$ cat config.mk
export PLATFORM = sky130hd
export DESIGN_NAME = load_store_unit
export DESIGN_NICKNAME = d
export VERILOG_FILES = /design/src/rtl/load_store_unit_pkg.sv /design/src/rtl/load_store_unit.sv
export SDC_FILE = /design/constraint.sdc
export NUM_CORES = 1
export LEC_CHECK = 0
export CAP_MARGIN = 15
export CORE_MARGIN = 2
export CORE_UTILIZATION = 41
export DETAILED_ROUTE_END_ITERATION = 8
export PLACE_DENSITY_LB_ADDON = 0.05
export SYNTH_ARGS = -nofsm -noshare
export SYNTH_HDL_FRONTEND = slang
export SYNTH_SLANG_ARGS = --single-unit
export TNS_END_PERCENT = 1
$ cat constraint.sdc
create_clock -name clk_i -period 1.9 [get_ports clk_i]
set_input_delay 0.38 -clock clk_i [delete_from_list [all_inputs] [get_ports clk_i]]
set_output_delay 0.38 -clock clk_i [all_outputs]
set_load 0.05 [all_outputs]
$ cat src/rtl/load_store_unit_pkg.sv
// Shared encodings for the load/store unit: access sizes, funct3 codes, FSM states and the
// request decode helpers.
package load_store_unit_pkg;

  localparam logic [1:0] MemAccessByte = 2'b00;
  localparam logic [1:0] MemAccessHalf = 2'b01;
  localparam logic [1:0] MemAccessWord = 2'b10;

  localparam logic [2:0] LsuF3Lb  = 3'b000;
  localparam logic [2:0] LsuF3Lh  = 3'b001;
  localparam logic [2:0] LsuF3Lw  = 3'b010;
  localparam logic [2:0] LsuF3Lbu = 3'b100;
  localparam logic [2:0] LsuF3Lhu = 3'b101;

  typedef enum logic [2:0] {
    StIdle     = 3'd0,
    StLdAddr   = 3'd1,
    StLdData   = 3'd2,
    StStIssue  = 3'd3,
    StStCommit = 3'd4,
    StResp     = 3'd5,
    StFault    = 3'd6
  } lsu_state_e;

  // Stores only support the signed-looking codes; unsigned variants are load-only.
  function automatic logic f3_illegal(input logic store, input logic [2:0] f3);
    logic legal;
    legal = (f3 == LsuF3Lb) || (f3 == LsuF3Lh) || (f3 == LsuF3Lw);
    if (!store) begin
      legal = legal || (f3 == LsuF3Lbu) || (f3 == LsuF3Lhu);
    end
    return !legal;
  endfunction

  function automatic logic misaligned(input logic [2:0] f3, input logic [1:0] addr_lsb);
    logic mis;
    unique case (f3[1:0])
      MemAccessHalf: mis = addr_lsb[0];
      MemAccessWord: mis = (addr_lsb != 2'b00);
      default:       mis = 1'b0;
    endcase
    return mis;
  endfunction

endpackage

$ cat src/rtl/load_store_unit.sv
// Core-side front end for the memory controller: validates one request at a time, sequences
// the controller's read/write ports and returns a one-cycle response to writeback.
module load_store_unit
  import load_store_unit_pkg::*;
(
  input  logic        clk_i,
  input  logic        rstn_i,
  input  logic        req_valid_i,
  output logic        req_ready_o,
  input  logic        req_store_i,
  input  logic [2:0]  req_funct3_i,
  input  logic [31:0] req_addr_i,
  input  logic [31:0] req_wdata_i,
  input  logic [4:0]  req_rd_i,
  output logic        rsp_valid_o,
  output logic [31:0] rsp_rdata_o,
  output logic [4:0]  rsp_rd_o,
  output logic        rsp_misaligned_o,
  output logic        rsp_illegal_o,
  output logic [1:0]  mem_acc_r_o,
  output logic [31:0] mem_addr_r_o,
  input  logic [31:0] mem_data_r_i,
  output logic        mem_wr_en_o,
  output logic [1:0]  mem_acc_w_o,
  output logic [31:0] mem_addr_w_o,
  output logic [31:0] mem_data_w_o,
  input  logic        mem_wr_ready_i
);

  lsu_state_e  state_q;
  logic [31:0] addr_q;
  logic [31:0] wdata_q;
  logic [2:0]  funct3_q;
  logic [4:0]  rd_q;

  logic        rsp_valid_q;
  logic [31:0] rsp_rdata_q;
  logic [4:0]  rsp_rd_q;
  logic        rsp_mis_q;
  logic        rsp_ill_q;

  logic        handshake;
  logic        req_ill;
  logic        req_mis;
  logic [31:0] ld_data_d;

  assign req_ready_o = (state_q == StIdle);
  assign handshake   = req_valid_i && req_ready_o;
  // Illegal wins, so misaligned is only reported for otherwise legal requests.
  assign req_ill     = f3_illegal(req_store_i, req_funct3_i);
  assign req_mis     = !req_ill && misaligned(req_funct3_i, req_addr_i[1:0]);

  // The controller always sign-extends; undo that for the unsigned loads.
  always_comb begin
    ld_data_d = mem_data_r_i;
    if (funct3_q == LsuF3Lbu) begin
      ld_data_d = {24'h0, mem_data_r_i[7:0]};
    end else if (funct3_q == LsuF3Lhu) begin
      ld_data_d = {16'h0, mem_data_r_i[15:0]};
    end
  end

  always_ff @(posedge clk_i or negedge rstn_i) begin
    if (!rstn_i) begin
      state_q     <= StIdle;
      addr_q      <= '0;
      wdata_q     <= '0;
      funct3_q    <= '0;
      rd_q        <= '0;
      rsp_valid_q <= 1'b0;
      rsp_rdata_q <= '0;
      rsp_rd_q    <= '0;
      rsp_mis_q   <= 1'b0;
      rsp_ill_q   <= 1'b0;
    end else begin
      rsp_valid_q <= 1'b0;
      rsp_rdata_q <= '0;
      rsp_rd_q    <= '0;
      rsp_mis_q   <= 1'b0;
      rsp_ill_q   <= 1'b0;
      unique case (state_q)
        StIdle: begin
          if (handshake) begin
            addr_q   <= req_addr_i;
            wdata_q  <= req_wdata_i;
            funct3_q <= req_funct3_i;
            rd_q     <= req_rd_i;
            if (req_ill || req_mis) begin
              state_q     <= StFault;
              rsp_valid_q <= 1'b1;
              rsp_rd_q    <= req_rd_i;
              rsp_mis_q   <= req_mis;
              rsp_ill_q   <= req_ill;
            end else if (req_store_i) begin
              state_q <= StStIssue;
            end else begin
              state_q <= StLdAddr;
            end
          end
        end
        StLdAddr: state_q <= StLdData;
        StLdData: begin
          state_q     <= StResp;
          rsp_valid_q <= 1'b1;
          rsp_rdata_q <= ld_data_d;
          rsp_rd_q    <= rd_q;
        end
        StStIssue: begin
          if (mem_wr_ready_i) begin
            state_q <= StStCommit;
          end
        end
        StStCommit: begin
          state_q     <= StResp;
          rsp_valid_q <= 1'b1;
          rsp_rd_q    <= rd_q;
        end
        StResp, StFault: state_q <= StIdle;
        default:         state_q <= StIdle;
      endcase
    end
  end

  assign rsp_valid_o      = rsp_valid_q;
  assign rsp_rdata_o      = rsp_rdata_q;
  assign rsp_rd_o         = rsp_rd_q;
  assign rsp_misaligned_o = rsp_mis_q;
  assign rsp_illegal_o    = rsp_ill_q;

  // Operands stay on the ports for the cycle after the address too, since the controller's
  // read data and write merge both depend on them then.
  always_comb begin
    mem_acc_r_o  = MemAccessWord;
    mem_addr_r_o = '0;
    mem_wr_en_o  = 1'b0;
    mem_acc_w_o  = MemAccessWord;
    mem_addr_w_o = '0;
    mem_data_w_o = '0;
    unique case (state_q)
      StLdAddr, StLdData: begin
        mem_acc_r_o  = funct3_q[1:0];
        mem_addr_r_o = addr_q;
      end
      StStIssue, StStCommit: begin
        mem_wr_en_o  = (state_q == StStIssue) && mem_wr_ready_i;
        mem_acc_w_o  = funct3_q[1:0];
        mem_addr_w_o = addr_q;
        mem_data_w_o = wdata_q;
      end
      default: ;
    endcase
  end

endmodule

==> results of run 1 <==
==> area by class of cell <==
class / instances / area (µm²) / area share (%)
tap: 168 / 210 / 2.21
timing repair buffer: 277 / 3760 / 39.5
multi-input combinational: 392 / 2150 / 22.6
sequential: 115 / 2880 / 30.3
inverter: 7 / 26.3 / 0.276
clock inverter: 1 / 5.00 / 0.0526
clock buffer: 25 / 475 / 5.00
==> worst max-delay path, stage by stage, from the launching register on <==
cell      delay, ps
dfrtp_1         420
nand2b_4        180
mux2i_4         180
buf_4           150
buf_12          160
and2_4          170
buf_12          130
==> sequential cells by signal, indices dropped and copies added (netlist names) <==
name	cells
funct3_q	3
rsp_misaligned_o	1
addr_q	32
wdata_q	32
rsp_rd_o	5
rsp_illegal_o	1
rd_q	5
rsp_rdata_o	32
rsp_valid_o	1
state_q	3
==> cell usage after synthesis, types with 2 or more instances <==
cell type / instances
nand2_1: 221
and2_1: 130
dfrtp_1: 115
buf_2: 7
buf_4: 7
buf_8: 7
inv_1: 7
o21ai_0: 7
o21ai_1: 5
a21oi_1: 3
buf_6: 3
clkbuf_1: 3
clkbuf_2: 3
ha_1: 3
nand3_1: 2
nor2_1: 2
==> power breakdown <==
group,internal (mW),total (mW),switching (mW)
Combinational,5.03,11.2,6.13
Sequential,3.36,3.90,0.545
Clock,1.68,2.66,0.978
==> layer usage <==
| metal | vias up | part of all wire, % |
|---|---|---|
| li1 | 2187 | - |
| met5 | - | 0 |
| met4 | 0 | 1.6 |
| met2 | 174 | 52 |
| met1 | 2177 | 38 |
| met3 | 20 | 8.4 |
==> kinds of logic (layout without fill, tap and decap cells) <==
family	after synthesis	after routing	synth area share (%)
buffers and inverters	37	310	5.45
adder cells (fa/ha/maj)	3	3	0.733
AO/OA/AOI/OAI	24	24	3.06
multiplexers	1	1	0.440
XOR/XNOR	1	1	0.171
flip-flops	115	115	56.2
AND/OR/NAND/NOR	363	363	33.9
==> repair_timing <==
action,4_1_cts,5_1_grt
setup buffers,5,0
hold buffers,0,0
pin swaps,22,0
endpoints found under the hold margin,0,0
cloned,2,0
resized for setup,108,3
setup endpoints to repair,134,103
==> per-stage QoR <==
step / util (%) / area, µm²
global placement: 72.4 / 8770
detailed placement: 72.4 / 8770
finish: 78.5 / 9510
CTS: 78.4 / 9490
floorplan: - / 5120
global route: 78.5 / 9510
==> layout by cell type (no fill, tap or decap), drive strengths merged, types with 2 or more instances in the layout <==
master	count
nor2	4
dfrtp	115
o21ai	12
a21oi	3
inv	7
dlygate4sd2	32
clkbuf	25
nand3	2
nand2	221
clkdlybuf4s50	107
ha	3
nand2b	2
buf	138
and2	131
==> path summary, 6_finish.rpt <==
kind,start,end,slack (ps),cells past startpoint
max,state_q[2],mem_data_w_o[14],-290,6
min,rstn_i,rsp_rdata_o[27],10,2
max reg2reg,state_q[1],wdata_q[23],170,7
min reg2reg,wdata_q[22],wdata_q[22],470,2
max in group asynchronous,rstn_i,state_q[0],1290,2
min in group clk_i,wdata_q[22],wdata_q[22],470,2
==> reports/metrics.cfg, run 1 <==
[synth]
synth_top_flop_cell=dfrtp_1
ys_warn_count=0
synth_nets=656
synth_top_area_share_pct=56.2
yosysUniqueCellTypes=35
syn_inst=544
syn-cell-area_um2=5120
syn_area_per_cell_um2=9.41
synthTopCellsByArea=dfrtp_1 56%, nand2_1 16%, and2_1 16%
synth_edf_count=0
ys_async_sr_fraction_pct=100
seq_area_frac_synth_pct=56.2
synth_seq_cells=115
synth_area_leader_cell=dfrtp_1

[detailed_routing]
drc_errors=0
viasPerCell=4.63
drt-total-wl_mm=15.8
wire_per_inst_um=16.0
drt_iter0_markers=285
antenna_left=0
via_count=4558
firstDrtPassIters=4

[worst_setup_path]
worstSetupPathType=reg -> out
critPathLaunchType=flop
cp_max_fo=20
crit_arrival_ps=1810
endpoint_kind=output port
cp.required_ps=1520

[grt]
met3_usage_pct=8.89
grt_pass1_vias=4878
grt_use_total_pct=24.9
use_met2_pct=43.7
antenna_found_initial=0
grt_max_degree=116
met1_usage_pct=28.4
grt_pass1_wl_mm=25.4
grt-busiest-layer=met2
grt_overflow_total=0

[placement]
place_ws_ps=-200
dp_cells=952
gp_congestion=0.766
numPortBuffers=250
hpwl_mm=11.0

[clock_tree]
clk-insertion-delay-late_ps=410
htreeDepth=4
numClockSinks=115
cts_inserted_buffers=17
clk_pin_slew_ps=50
cts_tree=yes
cts_buffer_depth=2
root_buffer=clkbuf_16

[sta]
tns_ps=-24910
achievable-frequency_mhz=456
setup_violations=101
fin_crit_sh_pct=115
rsz0062_at_grt=yes
holdWs_ps=14.0
fin_ws_ps=-291
skew_ps=4.78
finalHoldViolCount=0
tightest_slew_ps=672
min_period_ps=2190
relSlewSlack_pct=55.2
finalMaxSlewViolations=0

[die]
pin_count=251
fp.dieW_um=116
core_um2=12100
placementRows=40
fp.dieH_um=116
start_util_pct=42.3
die_area_um2=13400

[final_layout]
area_growth_pct=85.7
nFillCells=838
antennaDiodeCount=0
stdcell_count=985
drive_above_1_share_pct=28.9
fin_nets=922

[power]
peakVddDrop_v=0.00103
finalPower_mw=17.7
cellPowerDensity_nw_per_um2=1860
p_leak_nw=4.69

[run_status]
violations=negative setup slack
status=finished, violations left

[hold_path]
min_path_type=in -> async

[flow_run]
cap_violations=0

Power figures use the tool's default switching activity.
==> inputs of run 2 (changes only) <==
--- a/config.mk
+++ b/config.mk
@@ -6,8 +6,7 @@
 export NUM_CORES = 1
 export LEC_CHECK = 0
 export CAP_MARGIN = 15
-export CORE_MARGIN = 2
-export CORE_UTILIZATION = 41
+export CORE_UTILIZATION = 37
 export DETAILED_ROUTE_END_ITERATION = 8
 export PLACE_DENSITY_LB_ADDON = 0.05
 export SYNTH_ARGS = -nofsm -noshare
==> constraint.sdc (replaced) <==
create_clock -name clk_i -period 2 [get_ports clk_i]
set_input_delay 0.4 -clock clk_i [delete_from_list [all_inputs] [get_ports clk_i]]
set_output_delay 0.4 -clock clk_i [all_outputs]
set_load 0.05 [all_outputs]
==> run 2 against run 1 <==
The run still ends with negative setup slack left. Final cell count grew 1.9%. Final area is 5.2% higher. Clock power grew 26%. Global-route usage decreased by 1.1 points. Sequential power fell by 4%. Sequential share of layout area fell by 1.5 points. Clock skew grew 1.0 ps.
==> reports/metrics.cfg, run 2 (synthesized netlist as in run 1, its figures left out) <==
[die]
fp.dieW_um=120
core_um2=13300
placementRows=42
pin_count=251
die_area_um2=14300
start_util_pct=38.3
fp.dieH_um=120

[sta]
setup_violations=100
min_period_ps=2240
tns_ps=-21420
achievable-frequency_mhz=446
fin_ws_ps=-243
rsz0062_at_grt=yes
finalHoldViolCount=0
tightest_slew_ps=548
skew_ps=5.79
relSlewSlack_pct=63.4
finalMaxSlewViolations=0
fin_crit_sh_pct=112

[clock_tree]
cts_buffer_depth=2
clk_pin_slew_ps=60
cts_tree=yes
root_buffer=clkbuf_16
numClockSinks=115
htreeDepth=4
clk-insertion-delay-late_ps=410
cts_inserted_buffers=17

[detailed_routing]
drc_errors=0
antenna_left=0
drt-total-wl_mm=16.7
wire_per_inst_um=16.6
viasPerCell=4.69
firstDrtPassIters=4
via_count=4706
drt_iter0_markers=296

[power]
p_leak_nw=4.78
cellPowerDensity_nw_per_um2=1850
peakVddDrop_v=0.000975

[flow_run]
cap_violations=0

[worst_setup_path]
reg2reg_slack_ps=340
crit_arrival_ps=1840
critPathLaunchType=flop
timing.rr.end=rsp_misaligned_o
worstSetupPathType=reg -> out
cp_max_fo=17
cp.required_ps=1600
reg2reg_from=state_q[0]
endpoint_kind=output port
reg2reg_depth=5

[grt]
grt_pass1_vias=4959
antenna_found_initial=0
grt_max_degree=46
grt_pass1_wl_mm=25.8
grt_use_total_pct=23.8
grt_overflow_total=0

[final_layout]
antennaDiodeCount=0
final_cell_mix=220 x nand2_1, 141 x clkdlybuf4s50_1, 114 x dfrtp_1
drive_above_1_share_pct=33.6
fin_nets=927
design_area_um2=10000
area_growth_pct=95.4
final_common_cell=nand2_1

[hold_path]
min_path_type=in -> async

[run_status]
violations=negative setup slack
status=finished, violations left

[placement]
hpwl_mm=11.0
numPortBuffers=250
detailed_place.area_um2=8830
gp_congestion=0.727

## run 2: cell type report
type,count,area (µm²)
Tap cell,176,220
Inverter,7,26.3
Multi-Input combinational cell,392,2230
Clock buffer,22,474
Fill cell,922,3340
Sequential cell,115,2880
Timing Repair Buffer,282,4000
Clock inverter,10,178
## run 2: worst max path at each step
stage / slack (ps) / startpoint / end / cells past startpoint
finish: -240 / state_q[1] / mem_addr_r_o[26] / 7
global route: -310 / state_q[2] / mem_addr_w_o[17] / 6
detailed placement: -100 / req_funct3_i[1] / state_q[1] / 8
floorplan: 60 / state_q[1] / mem_addr_w_o[0] / 6
global placement: -40 / req_funct3_i[0] / state_q[1] / 8
CTS: -240 / state_q[2] / mem_acc_w_o[0] / 6
## run 2: worst max-delay path, stage by stage, from the launching register on
cell and delay, ps:
dfrtp_1 410, buf_6 160, xnor2_2 130, nor2_2 120, buf_4 150, buf_16 160, and2_4 170, buf_12 130
## run 2: through the flow
stage	hold WS [ps]	util (%)	total power [mW]	instances	setup WS [ps]
3_5_place_dp	352	66.2	13.5	959	-103
4_1_cts	455	73.8	18.1	1001	-236
6_report	458	74.9	18.5	1004	-243
2_1_floorplan	104	-	8.97	544	61.4
5_1_grt	473	74.9	19.3	1004	-308
3_3_place_gp	340	66.2	13.3	959	-40.9
## run 2: timing repair
item / 4_1_cts / 5_1_grt
hold buffers: 1 / 0
endpoints found under the setup margin: 101 / 103
pin swaps: 53 / 20
endpoints found under the hold margin: 24 / 0
buffers inserted: 6 / 0
cloned: 3 / 3
gates resized for setup: 88 / 29
## run 2: layer usage
layer / track usage (%) / part of all wire, % / vias to the layer above
met2: 40.6 / 51 / 169
li1: - / - / 2200
met4: 9.53 / 1.6 / 0
met5: 0 / 0 / -
met3: 9.70 / 8.9 / 24
met1: 26.2 / 38 / 2313
## run 2: power breakdown
part / total (mW) / leakage (nW) / switching [mW] / internal [mW]
Combinational: 11.4 / 2.97 / 6.02 / 5.38
Sequential: 3.75 / 1.49 / 0.564 / 3.19
Clock: 3.35 / 0.320 / 1.06 / 2.30
Total: 18.5 / 4.78 / 7.64 / 10.9
